**src/rtl/io_port_pkg.sv**
```systemverilog
// Shared constants and types for the core-side IN/OUT port controller.
package io_port_pkg;

  localparam int WIDTH_DEF = 16;
  localparam int DEPTH_DEF = 4;

  // Core-side opcodes that the execute stage decodes into out_we / in_re.
  localparam logic [5:0] OP_IN  = 6'b010110;
  localparam logic [5:0] OP_OUT = 6'b010111;

  localparam int ERR_OUT_OVF = 1;
  localparam int ERR_IN_UDF  = 0;

  typedef enum logic {
    RX_EMPTY = 1'b0,
    RX_FULL  = 1'b1
  } rx_state_e;

endpackage

```
**src/rtl/io_tx_fifo.sv**
```systemverilog
// TX FIFO: OUT words queued here and drained over a valid/ready handshake.
module io_tx_fifo
  import io_port_pkg::*;
#(
  parameter int DEPTH = DEPTH_DEF,
  parameter int WIDTH = WIDTH_DEF
) (
  input  logic                       clk,
  input  logic                       reset,
  input  logic                       push_i,
  input  logic [WIDTH-1:0]           push_data_i,
  input  logic                       pop_ready_i,
  output logic                       valid_o,
  output logic [WIDTH-1:0]           head_o,
  output logic                       full_o,
  output logic [$clog2(DEPTH):0]     count_o,
  output logic                       ovf_o
);

  localparam int AW = $clog2(DEPTH);
  localparam int CW = AW + 1;

  logic [WIDTH-1:0] mem_q [DEPTH];
  logic [AW-1:0]    wr_ptr_q, wr_ptr_d;
  logic [AW-1:0]    rd_ptr_q, rd_ptr_d;
  logic [CW-1:0]    count_q, count_d;
  logic             pop, accept;

  // A pop frees the slot this edge, so a full FIFO can still take a push.
  assign pop    = (count_q != '0) & pop_ready_i;
  assign accept = push_i & ((count_q != CW'(DEPTH)) | pop);
  assign ovf_o  = push_i & ~accept;

  always_comb begin
    wr_ptr_d = wr_ptr_q;
    rd_ptr_d = rd_ptr_q;
    count_d  = count_q;
    if (accept) wr_ptr_d = wr_ptr_q + 1'b1;
    if (pop)    rd_ptr_d = rd_ptr_q + 1'b1;
    case ({accept, pop})
      2'b10:   count_d = count_q + 1'b1;
      2'b01:   count_d = count_q - 1'b1;
      default: count_d = count_q;
    endcase
  end

  // NOTE: sequential state uses non-blocking assignments so every flop samples pre-edge values.
  always_ff @(posedge clk or negedge reset) begin
    if (!reset) begin
      wr_ptr_q <= '0;
      rd_ptr_q <= '0;
      count_q  <= '0;
    end else begin
      wr_ptr_q <= wr_ptr_d;
      rd_ptr_q <= rd_ptr_d;
      count_q  <= count_d;
    end
  end

  // NOTE: storage is deliberately not reset; occupancy is tracked by count_q alone.
  always_ff @(posedge clk) begin
    if (accept) mem_q[wr_ptr_q] <= push_data_i;
  end

  assign valid_o = (count_q != '0);
  assign head_o  = valid_o ? mem_q[rd_ptr_q] : '0;
  assign full_o  = (count_q == CW'(DEPTH));
  assign count_o = count_q;

endmodule

```
**src/rtl/io_port_ctrl.sv**
```systemverilog
// Peripheral endpoint for the core's IN/OUT path: TX FIFO plus one-entry RX holding register.
module io_port_ctrl
  import io_port_pkg::*;
#(
  parameter int DEPTH = DEPTH_DEF,
  parameter int WIDTH = WIDTH_DEF
) (
  input  logic                   clk,
  input  logic                   reset,
  input  logic                   out_we,
  input  logic [WIDTH-1:0]       out_data,
  output logic                   out_full,
  output logic [$clog2(DEPTH):0] out_count,
  output logic                   ext_tx_valid,
  output logic [WIDTH-1:0]       ext_tx_data,
  input  logic                   ext_tx_ready,
  input  logic                   ext_rx_valid,
  input  logic [WIDTH-1:0]       ext_rx_data,
  output logic                   ext_rx_ready,
  input  logic                   in_re,
  output logic [WIDTH-1:0]       data_in,
  output logic                   in_avail,
  output logic [1:0]             err_flags,
  input  logic                   clr_err
);

  logic             tx_ovf;
  rx_state_e        rx_state_q, rx_state_d;
  logic             rx_ready_q, rx_ready_d;
  logic [WIDTH-1:0] din_q, din_d;
  logic [1:0]       err_q, err_d;
  logic             capture, underflow;

  io_tx_fifo #(.DEPTH(DEPTH), .WIDTH(WIDTH)) u_tx_fifo (
    .clk         (clk),
    .reset       (reset),
    .push_i      (out_we),
    .push_data_i (out_data),
    .pop_ready_i (ext_tx_ready),
    .valid_o     (ext_tx_valid),
    .head_o      (ext_tx_data),
    .full_o      (out_full),
    .count_o     (out_count),
    .ovf_o       (tx_ovf)
  );

  assign capture   = (rx_state_q == RX_EMPTY) & rx_ready_q & ext_rx_valid;
  assign underflow = (rx_state_q == RX_EMPTY) & in_re;

  // Ready comes from a flop, so a read only re-opens the port one edge later.
  always_comb begin
    rx_state_d = rx_state_q;
    din_d      = din_q;
    if (capture) begin
      rx_state_d = RX_FULL;
      din_d      = ext_rx_data;
    end else if ((rx_state_q == RX_FULL) && in_re) begin
      rx_state_d = RX_EMPTY;
    end
    rx_ready_d = (rx_state_d == RX_EMPTY);

    err_d = clr_err ? 2'b00 : err_q;
    if (tx_ovf)    err_d[ERR_OUT_OVF] = 1'b1;
    if (underflow) err_d[ERR_IN_UDF]  = 1'b1;
  end

  always_ff @(posedge clk or negedge reset) begin
    if (!reset) begin
      rx_state_q <= RX_EMPTY;
      rx_ready_q <= 1'b0;
      din_q      <= '0;
      err_q      <= '0;
    end else begin
      rx_state_q <= rx_state_d;
      rx_ready_q <= rx_ready_d;
      din_q      <= din_d;
      err_q      <= err_d;
    end
  end

  assign ext_rx_ready = rx_ready_q;
  assign in_avail     = (rx_state_q == RX_FULL);
  assign data_in      = din_q;
  assign err_flags    = err_q;

endmodule

```
**config.mk**
```make
export PLATFORM = sky130hd
export DESIGN_NAME = io_port_ctrl
export DESIGN_NICKNAME = d
export VERILOG_FILES = /design/src/rtl/io_port_pkg.sv /design/src/rtl/io_tx_fifo.sv /design/src/rtl/io_port_ctrl.sv
export SDC_FILE = /design/constraint.sdc
export NUM_CORES = 1
export LEC_CHECK = 0
export ABC_AREA = 1
export ABC_CLOCK_PERIOD_IN_PS = 3200
export CORE_UTILIZATION = 55
export DETAILED_ROUTE_END_ITERATION = 6
export GPL_TIMING_DRIVEN = 0
export PLACE_DENSITY = 0.84
export SETUP_SLACK_MARGIN = 0.2
export SLEW_MARGIN = 0
export SYNTH_ARGS = -nofsm -noshare
export SYNTH_HDL_FRONTEND = slang
export SYNTH_SLANG_ARGS = --single-unit
```
**constraint.sdc**
```tcl
create_clock -name clk -period 3.2 [get_ports clk]
set_input_delay 0.32 -clock clk [delete_from_list [all_inputs] [get_ports clk]]
set_output_delay 0.32 -clock clk [all_outputs]
set_load 0.02 [all_outputs]
```
==> results of run 1 <==
-- report_power, final --
part           leakage [nW]  internal (mW)  switching (mW)
Combinational          1.33           1.01            1.38
Sequential            0.918           1.58           0.142
Clock                0.0941          0.303           0.393
-- state kept, by name (all words and copies together) (netlist names) --
signal,flops
data_in,16
err_flags,2
in_avail,1
u_tx_fifo.wr_ptr_q,2
u_tx_fifo.count_o,3
u_tx_fifo.mem_q,64
ext_rx_ready,1
u_tx_fifo.rd_ptr_q,2
-- cell usage after synthesis (all sizes together) --
cell	count	share of area, %
a21oi	16	2.9
buf	13	2.7
clkbuf	1	0.093
dfrtp	27	17
edfxtp	64	48
fa	1	0.50
ha	5	1.6
inv	102	9.6
nand2	97	9.3
nand3	37	4.8
nand4	1	0.16
nor2	5	0.65
nor3	1	0.12
o21ai	20	2.5
o22ai	1	0.16
xnor2	2	0.43
-- worst max path at each step --
| stage | depth (start not counted) | from | to |
|---|---|---|---|
| after global routing | 6 | u_tx_fifo.rd_ptr_q[0]$_DFFE_PN0P_ | ext_tx_data[4] |
| after CTS | 6 | u_tx_fifo.rd_ptr_q[1]$_DFFE_PN0P_ | ext_tx_data[12] |
| after global placement | 5 | ext_tx_ready | u_tx_fifo.mem_q[0][6]$_DFFE_PP_ |
| final | 6 | u_tx_fifo.rd_ptr_q[1]$_DFFE_PN0P_ | ext_tx_data[12] |
| after detailed placement | 5 | ext_tx_ready | u_tx_fifo.mem_q[2][6]$_DFFE_PP_ |
| after floorplan | 4 | u_tx_fifo.count_o[0]$_DFFE_PN0P_ | u_tx_fifo.mem_q[0][0]$_DFFE_PP_ |
-- critical path, stage by stage, from the launching register on --
cell             delay (ns)
dfrtp_1                0.38
buf_6                  0.15
inv_2                  0.15
buf_6                  0.17
nand3_1                0.10
a21oi_2                0.17
clkdlybuf4s50_1        0.62
-- logic make-up (layout without fill, tap and decap cells) --
family | after synthesis | after routing | synth area share [%]
buffers and inverters | 116 | 212 | 12.4
AND/OR/NAND/NOR | 141 | 141 | 15.1
flip-flops | 91 | 91 | 64.4
AO/OA/AOI/OAI | 37 | 37 | 5.56
adder cells (fa/ha/maj) | 6 | 6 | 2.05
XOR/XNOR | 2 | 2 | 0.435
-- layout by cell type, fill, tap and decap left out, types with 2 or more instances in the layout --
cell and count:
nand2_1 94, buf_2 6, buf_6 7, nand3_1 35, clkbuf_8 10, edfxtp_1 64
o21ai_0 20, a21oi_1 6, ha_1 5, inv_4 2, clkinv_4 2, inv_1 99
nand3_2 2, clkdlybuf4s50_1 79, a21oi_2 10, xnor2_1 2, clkinv_2 2, nor2_2 4
nand2_2 2, dfrtp_1 27
-- metal layers --
metal / GRT usage (%) / share of wire (%) / vias to the layer above
li1: - / - / 1399
met1: 26.6 / 39 / 1344
met2: 39.7 / 51 / 125
met3: 7.07 / 8.8 / 14
met4: 8.94 / 1.4 / 0
met5: 0 / 0 / -
-- area by class of cell --
| cell class | count | area, µm² | share of cell area (%) |
|---|---|---|---|
| Tap cell | 96 | 120 | 2.33 |
| Clock buffer | 10 | 138 | 2.68 |
| Multi-Input combinational cell | 186 | 943 | 18.3 |
| Inverter | 102 | 388 | 7.54 |
| Sequential cell | 91 | 2600 | 50.5 |
| Buffer | 14 | 113 | 2.19 |
| Timing Repair Buffer | 80 | 806 | 15.7 |
| Clock inverter | 6 | 40.0 | 0.778 |
-- per-stage QoR --
stage | area [µm²] | setup WS (ns) | instances | utilization, % | power, mW
3_5_place_dp | 4950 | 0.894 | 568 | 71.3 | 4.14
4_1_cts | 5130 | 0.773 | 584 | 73.9 | 4.84
6_report | 5140 | 0.770 | 585 | 74.1 | 4.81
5_1_grt | 5140 | 0.702 | 585 | 74.1 | 5.10
3_3_place_gp | 4940 | 0.523 | 568 | 71.2 | 4.05
2_1_floorplan | 4030 | 1.29 | 393 | - | 3.13
==> impl_metrics.tcl, run 1 <==
set metrics [dict create \
    syn_area_mm2 0.00403 \
    layout-drive-gt1-share_pct 10.6 \
    num-fill-cells 450 \
    antenna_found_initial 0 \
    synth_cells 393 \
    dr.pass1.iters 4 \
    fin_skew_ns 0.00859 \
    max_freq_ghz 0.411 \
    finalCritPeriodShare_pct 75.9 \
    hold_viol 0 \
    start_util_pct 58.1 \
    p_per_area_mw_per_mm2 935 \
    vias 2882 \
    endpoint_kind "primary output" \
    grt_overflow 0 \
    port_buffers 79 \
    num_rows 30 \
    cts_setup_buffers 0 \
    drcViolationCount 0 \
    cts_max_level 3 \
    dieArea_mm2 0.00768 \
    synth.avg_cell_area_um2 10.3 \
    fin_setup_tns_ns 0 \
    cap_violations 0 \
    postRouteAntennaNets 0 \
    coreArea_mm2 0.00694 \
    dieWidth_um 87.6 \
    clkSlewWorstSetupHoldPaths_ns 0.09 \
    setup_viol 0 \
    worstPathRequired_ns 2.88 \
    reg2reg_depth 10 \
    ir_worst_vdd_v 0.000494 \
    wire_per_inst_um 13.9 \
    rsz0062_at_grt "false" \
    relSlewSlack_pct 35.5 \
    io_pins 80 \
    grt_pass1_vias 2774 \
    insertion_delay_ns 0.36 \
    hp-class "input pin to async pin" \
    rr_startpoint "u_tx_fifo.count_o[0]$_DFFE_PN0P_" \
    cts_resized 0 \
    wirelength_mm 8.15 \
    final_max_slew_viol_count 0 \
    dp_hpwl_mm 5.54 \
    clock-root-buffer "clkbuf_8" \
    cts_tree "done" \
    cp.arrival_ns 2.11 \
    ff2ff_setup_slack_ns 1.19 \
    n_antenna_cell 0 \
    grt_start_max_net_pins 28 \
    tritoncts.num_buffers 9 \
    synth.distinct_cells 24 \
    cts_hold_buf 0 \
    cts_num_sinks 91 \
    ys_ff_latch 91 \
    fin_crit_ns 2.43 \
    status "finished clean" \
    fp.dieH_um 87.6 \
    synth_seq_area_share_pct 64.4 \
    critPathKind "flop to primary output" \
    worst_setup_path_start_kind "flop" \
    path_max_fanout 10 \
    dr.first_iter.drc_count 225 \
    grt_usage_pct 22.8 \
    synth_nets 438 \
    ys_warn_count 0 \
    leakage_nw 2.34 \
    fin_nets 529 \
    clockBufferDepth 2 \
    area_delta_synth_final_pct 27.6 \
    tightest_slew_ns 0.966 \
    grt_pass1_wl_mm 12.8 \
    worstReg2RegEnd "u_tx_fifo.count_o[2]$_DFFE_PN0P_" \
    holdWs_ns 0.239 \
    vias_per_cell 4.93 \
    place_congestion 0.737 \
]
Power figures use the tool's default switching activity.
==> run 2: changes to the inputs <==
ABC_CLOCK_PERIOD_IN_PS = 2300   (was 3200)
CORE_UTILIZATION = 51   (was 55)
PLACE_DENSITY = 0.79   (was 0.84)
clock period = 2.3 ns   (was 3.2 ns; I/O delays follow)
==> run 2 against run 1 <==
Compared with the run above: combinational power up 30%; largest power group unchanged; non-clock buffer count stayed put; total power grew 36%; clock skew decreased by 0.0019 ns.
==> impl_metrics.tcl, run 2 (synthesized netlist as in run 1, its figures left out) <==
set metrics [dict create \
    cp_common_cell "buf_6" \
    cap_violations 0 \
    fin_setup_tns_ns 0 \
    cts_num_sinks 91 \
    setup_viol 0 \
    hp-class "input pin to async pin" \
    wire_per_inst_um 13.4 \
    worst_setup_path_start_kind "flop" \
    num-fill-cells 606 \
    path_max_fanout 10 \
    postRouteAntennaNets 0 \
    num_rows 32 \
    totalPowerFinal_mw 6.54 \
    worst_slack_ns 0.275 \
    critical_path_buf_inv_count 4 \
    grt_overflow 0 \
    cp.arrival_ns 1.79 \
    drcViolationCount 0 \
    tightest_slew_ns 0.956 \
    hold_viol 0 \
    place_congestion 0.709 \
    rsz0062_at_grt "false" \
    most-common-layout-cells "99 x inv_1, 94 x nand2_1, 64 x edfxtp_1" \
    p_sw_share_pct 39.9 \
    port_buffers 79 \
    start_util_pct 52.4 \
    p_seq_share_pct 36.5 \
    fp.dieH_um 90.9 \
    place_area_mm2 0.00496 \
    cp_cell_sequence "buf_6, inv_2, buf_6, nand3_1, a21oi_2, dlygate4sd2_1" \
    max_freq_ghz 0.494 \
    leakage_nw 2.37 \
    layout_commonest_cell "inv_1" \
    fin_nets 529 \
    finish.instance_area_mm2 0.00514 \
    n_antenna_cell 0 \
    final_cells 591 \
    grt_start_max_net_pins 28 \
    critPathKind "flop to primary output" \
    cts_max_level 3 \
    final_max_slew_viol_count 0 \
    clock_power_share_pct 15.8 \
    relSlewSlack_pct 36.2 \
    max_stage_delay_ns 0.38 \
    vias 2757 \
    cts_setup_buffers 0 \
    vias_per_cell 4.66 \
    dp_slack_ns 0.0625 \
    cts_tree "done" \
    crit_family "buffers and inverters" \
    internal_power_mw 3.93 \
    grt_pass1_vias 2762 \
    fin_skew_ns 0.00669 \
    dp_hpwl_mm 5.37 \
    p_per_area_mw_per_mm2 1270 \
    dr.pass1.iters 5 \
    power_switching_mw 2.61 \
    area_delta_synth_final_pct 27.4 \
    tritoncts.num_buffers 9 \
    fin_crit_ns 2.02 \
    insertion_delay_ns 0.35 \
    power_frac_comb_pct 47.7 \
    largest_reg_flops 64 \
    coreArea_mm2 0.00769 \
    status "finished clean" \
    dieWidth_um 90.9 \
    grt_pass1_wl_mm 13.2 \
    io_pins 80 \
    grt_usage_pct 20.9 \
    endpoint_kind "primary output" \
    worstPathRequired_ns 2.07 \
    largest-register "u_tx_fifo.mem_q" \
    clockBufferDepth 2 \
    wirelength_mm 7.90 \
    dp_cells 574 \
    ir_worst_vdd_v 0.000583 \
    layout-drive-gt1-share_pct 10.6 \
    clkSlewWorstSetupHoldPaths_ns 0.09 \
    clock-root-buffer "clkbuf_8" \
    dr.first_iter.drc_count 149 \
    finalCritPeriodShare_pct 88.0 \
    antenna_found_initial 0 \
    slowest_stage "dfrtp_1" \
    dieArea_mm2 0.00826 \
]
[run 2: worst paths after layout]
kind,to,startpoint,slack [ns],cells past startpoint
max in group asynchronous,data_in[2]$_DFFE_PN0P_,reset,1.48,2
worst max register to register,u_tx_fifo.count_o[2]$_DFFE_PN0P_,u_tx_fifo.count_o[0]$_DFFE_PN0P_,0.34,10
worst max-delay path,ext_tx_data[13],u_tx_fifo.rd_ptr_q[1]$_DFFE_PN0P_,0.28,6
min in group clk,data_in[10]$_DFFE_PN0P_,ext_rx_data[10],0.43,3
worst min-delay path,err_flags[1]$_DFFE_PN0P_,reset,0.42,2
worst min register to register,data_in[6]$_DFFE_PN0P_,data_in[6]$_DFFE_PN0P_,0.48,2
[run 2: layer usage]
| layer | global-route usage (%) | share of wire (%) |
|---|---|---|
| met1 | 26.3 | 42 |
| met2 | 35.2 | 49 |
| met3 | 5.22 | 8.1 |
| met5 | 0 | 0 |
| met4 | 7.14 | 1.3 |
[run 2: final cells by class]
type | instances | area [µm²] | share of cell area (%)
clock inverters | 7 | 67.6 | 1.32
clock buffers | 9 | 124 | 2.41
well taps | 102 | 128 | 2.48
multi-input cells | 186 | 948 | 18.5
inverters | 102 | 388 | 7.55
flip-flops and latches | 91 | 2600 | 50.6
plain buffers | 14 | 113 | 2.19
repair buffers | 80 | 772 | 15.0
[run 2: what timing repair did]
item,4_1_cts,5_1_grt
resized for setup,16,3
hold endpoints to repair,0,27
hold buffers,0,1
endpoints found under the setup margin,16,5
[run 2: power groups by stage]
stage / registers (mW) / clock network [mW] / logic (mW)
floorplan: 2.62 / 0 / 1.74
global placement: 2.41 / 0 / 3.24
detailed placement: 2.42 / 0 / 3.32
CTS: 2.39 / 1.06 / 3.15
global route: 2.43 / 1.12 / 3.43
finish: 2.39 / 1.03 / 3.12
[run 2: per-stage QoR]
stage               utilization [%]  hold slack, ns
finish                         66.8           0.420
global route                   66.8           0.432
CTS                            66.7           0.420
detailed placement             64.5           0.472
global placement               64.4           0.465
floorplan                         -         -0.0656
==> run 3: changes to the inputs <==
ABC_CLOCK_PERIOD_IN_PS = 2240   (was 2300)
clock period = 2.24 ns   (was 2.3 ns; I/O delays follow)
==> run 3 against run 2 <==
Compared with the run above: final cell count unchanged; worst setup slack better by 0.0022 ns; design area is 0.34% lower; combinational power grew 3%; critical path type unchanged; critical endpoint is now ext_tx_data[3]; largest power group unchanged.
==> impl_metrics.tcl, run 3 (synthesized netlist as in run 1, its figures left out) <==
set metrics [dict create \
    path_max_fanout 10 \
    final_max_slew_viol_count 0 \
    worstPathRequired_ns 2.02 \
    met1_usage_pct 26.3 \
    drcViolationCount 0 \
    final_core_util_pct 66.6 \
    relSlewSlack_pct 34.9 \
    fin_crit_ns 1.96 \
    largest-register "u_tx_fifo.mem_q" \
    dp_slack_ns 0.00847 \
    area_delta_synth_final_pct 27.0 \
    antenna_found_initial 0 \
    wirelength_mm 7.89 \
    max_freq_ghz 0.510 \
    final_cells 591 \
    num_rows 32 \
    slowest_stage "dfrtp_1" \
    ir_worst_vdd_v 0.000598 \
    dp_hpwl_mm 5.37 \
    tightest_slew_ns 0.976 \
    hold_viol 0 \
    grt_overflow 0 \
    rsz0062_at_grt "true" \
    dp_cells 574 \
    grt_use_met3_pct 5.22 \
    worst_setup_path_start_kind "flop" \
    io_pins 80 \
    busiest_layer "met2" \
    endpoint_kind "primary output" \
    finalCritPeriodShare_pct 87.6 \
    dieArea_mm2 0.00826 \
    most-common-layout-cells "99 x inv_1, 94 x nand2_1, 64 x edfxtp_1" \
    port_buffers 79 \
    dr.first_iter.drc_count 147 \
    setup_viol 0 \
    layout-drive-gt1-share_pct 11.9 \
    dieWidth_um 90.9 \
    start_util_pct 52.4 \
    fin_nets 529 \
    grt_usage_pct 20.9 \
    leakage_nw 2.35 \
    tritoncts.num_buffers 9 \
    grt_pass1_vias 2762 \
    insertion_delay_ns 0.35 \
    place_congestion 0.709 \
    grt_util_met2_pct 35.2 \
    clkSlewWorstSetupHoldPaths_ns 0.09 \
    finish.instance_area_mm2 0.00512 \
    dr.pass1.iters 4 \
    postRouteAntennaNets 0 \
    fp.dieH_um 90.9 \
    coreArea_mm2 0.00769 \
    wire_per_inst_um 13.3 \
    hp-class "input pin to async pin" \
    max_stage_delay_ns 0.38 \
    cts_max_level 3 \
    largest_reg_flops 64 \
    clock-root-buffer "clkbuf_8" \
    clockBufferDepth 2 \
    reg2reg_depth 10 \
    fin_skew_ns 0.00846 \
    grt_pass1_wl_mm 13.2 \
    grt_start_max_net_pins 28 \
    cp.arrival_ns 1.74 \
    place_area_mm2 0.00496 \
    holdWs_ns 0.415 \
    vias 2775 \
    p_per_area_mw_per_mm2 1310 \
    cp_cell_sequence "buf_6, buf_2, nand2_1, nand3_1, a21oi_1, dlygate4sd2_1" \
    critPathKind "flop to primary output" \
    worst_slack_ns 0.277 \
    vias_per_cell 4.70 \
    cts_tree "done" \
    cts_num_sinks 91 \
    status "finished clean" \
    layout_commonest_cell "inv_1" \
    n_antenna_cell 0 \
    cap_violations 0 \
]
-- run 3: worst max-delay path, delay by kind of cell, from the launching register on --
kind	cells	cell delay, ns
buffers and inverters	3	0.67
DFF	1	0.38
and+or+nand+nor	2	0.20
AOI/OAI and AO/OA	1	0.14
-- run 3: final timing paths --
path	from	slack [ns]	end
worst max-delay path	u_tx_fifo.rd_ptr_q[0]$_DFFE_PN0P_	0.28	ext_tx_data[3]
worst max register to register	u_tx_fifo.count_o[0]$_DFFE_PN0P_	0.29	u_tx_fifo.count_o[2]$_DFFE_PN0P_
min in group clk	ext_rx_data[10]	0.42	data_in[10]$_DFFE_PN0P_
max in group asynchronous	reset	1.42	data_in[2]$_DFFE_PN0P_
worst min-delay path	reset	0.41	u_tx_fifo.rd_ptr_q[0]$_DFFE_PN0P_
worst min register to register	data_in[6]$_DFFE_PN0P_	0.48	data_in[6]$_DFFE_PN0P_
-- run 3: report_power, final --
part | internal, mW | switching [mW]
Sequential | 2.25 | 0.198
Clock | 0.512 | 0.552
Combinational | 1.26 | 1.94
-- run 3: metrics by stage --
| step | setup TNS (ns) | total power [mW] |
|---|---|---|
| global placement | -22.44 | 5.80 |
| global route | 0 | 7.17 |
| finish | 0 | 6.71 |
| floorplan | 0 | 4.48 |
| CTS | 0 | 6.78 |
| detailed placement | 0 | 5.89 |
-- run 3: layout make-up --
| cell class | instances | area (µm²) |
|---|---|---|
| Sequential cell | 91 | 2600 |
| Fill cell | 607 | 2570 |
| Multi-Input combinational cell | 186 | 948 |
| Timing Repair Buffer | 80 | 754 |
| Inverter | 102 | 388 |
| Tap cell | 102 | 128 |
| Clock buffer | 9 | 124 |
| Buffer | 14 | 113 |
| Clock inverter | 7 | 67.6 |
-- run 3: repair_timing --
action                                  4_1_cts  5_1_grt
endpoints found under the setup margin       16       50
setup buffers                                 0        0
hold buffers                                  0        1
resized for setup                            16       19
hold endpoints to repair                      0       27
-- run 3: metal layers --
metal  wire length (µm)  part of all wire [%]  vias to the layer above
met5                  0                     0                        -
met4                 92                   1.2                        0
met3                636                   8.1                        9
met2               3880                    49                       92
met1               3280                    42                     1273
li1                   -                     -                     1401
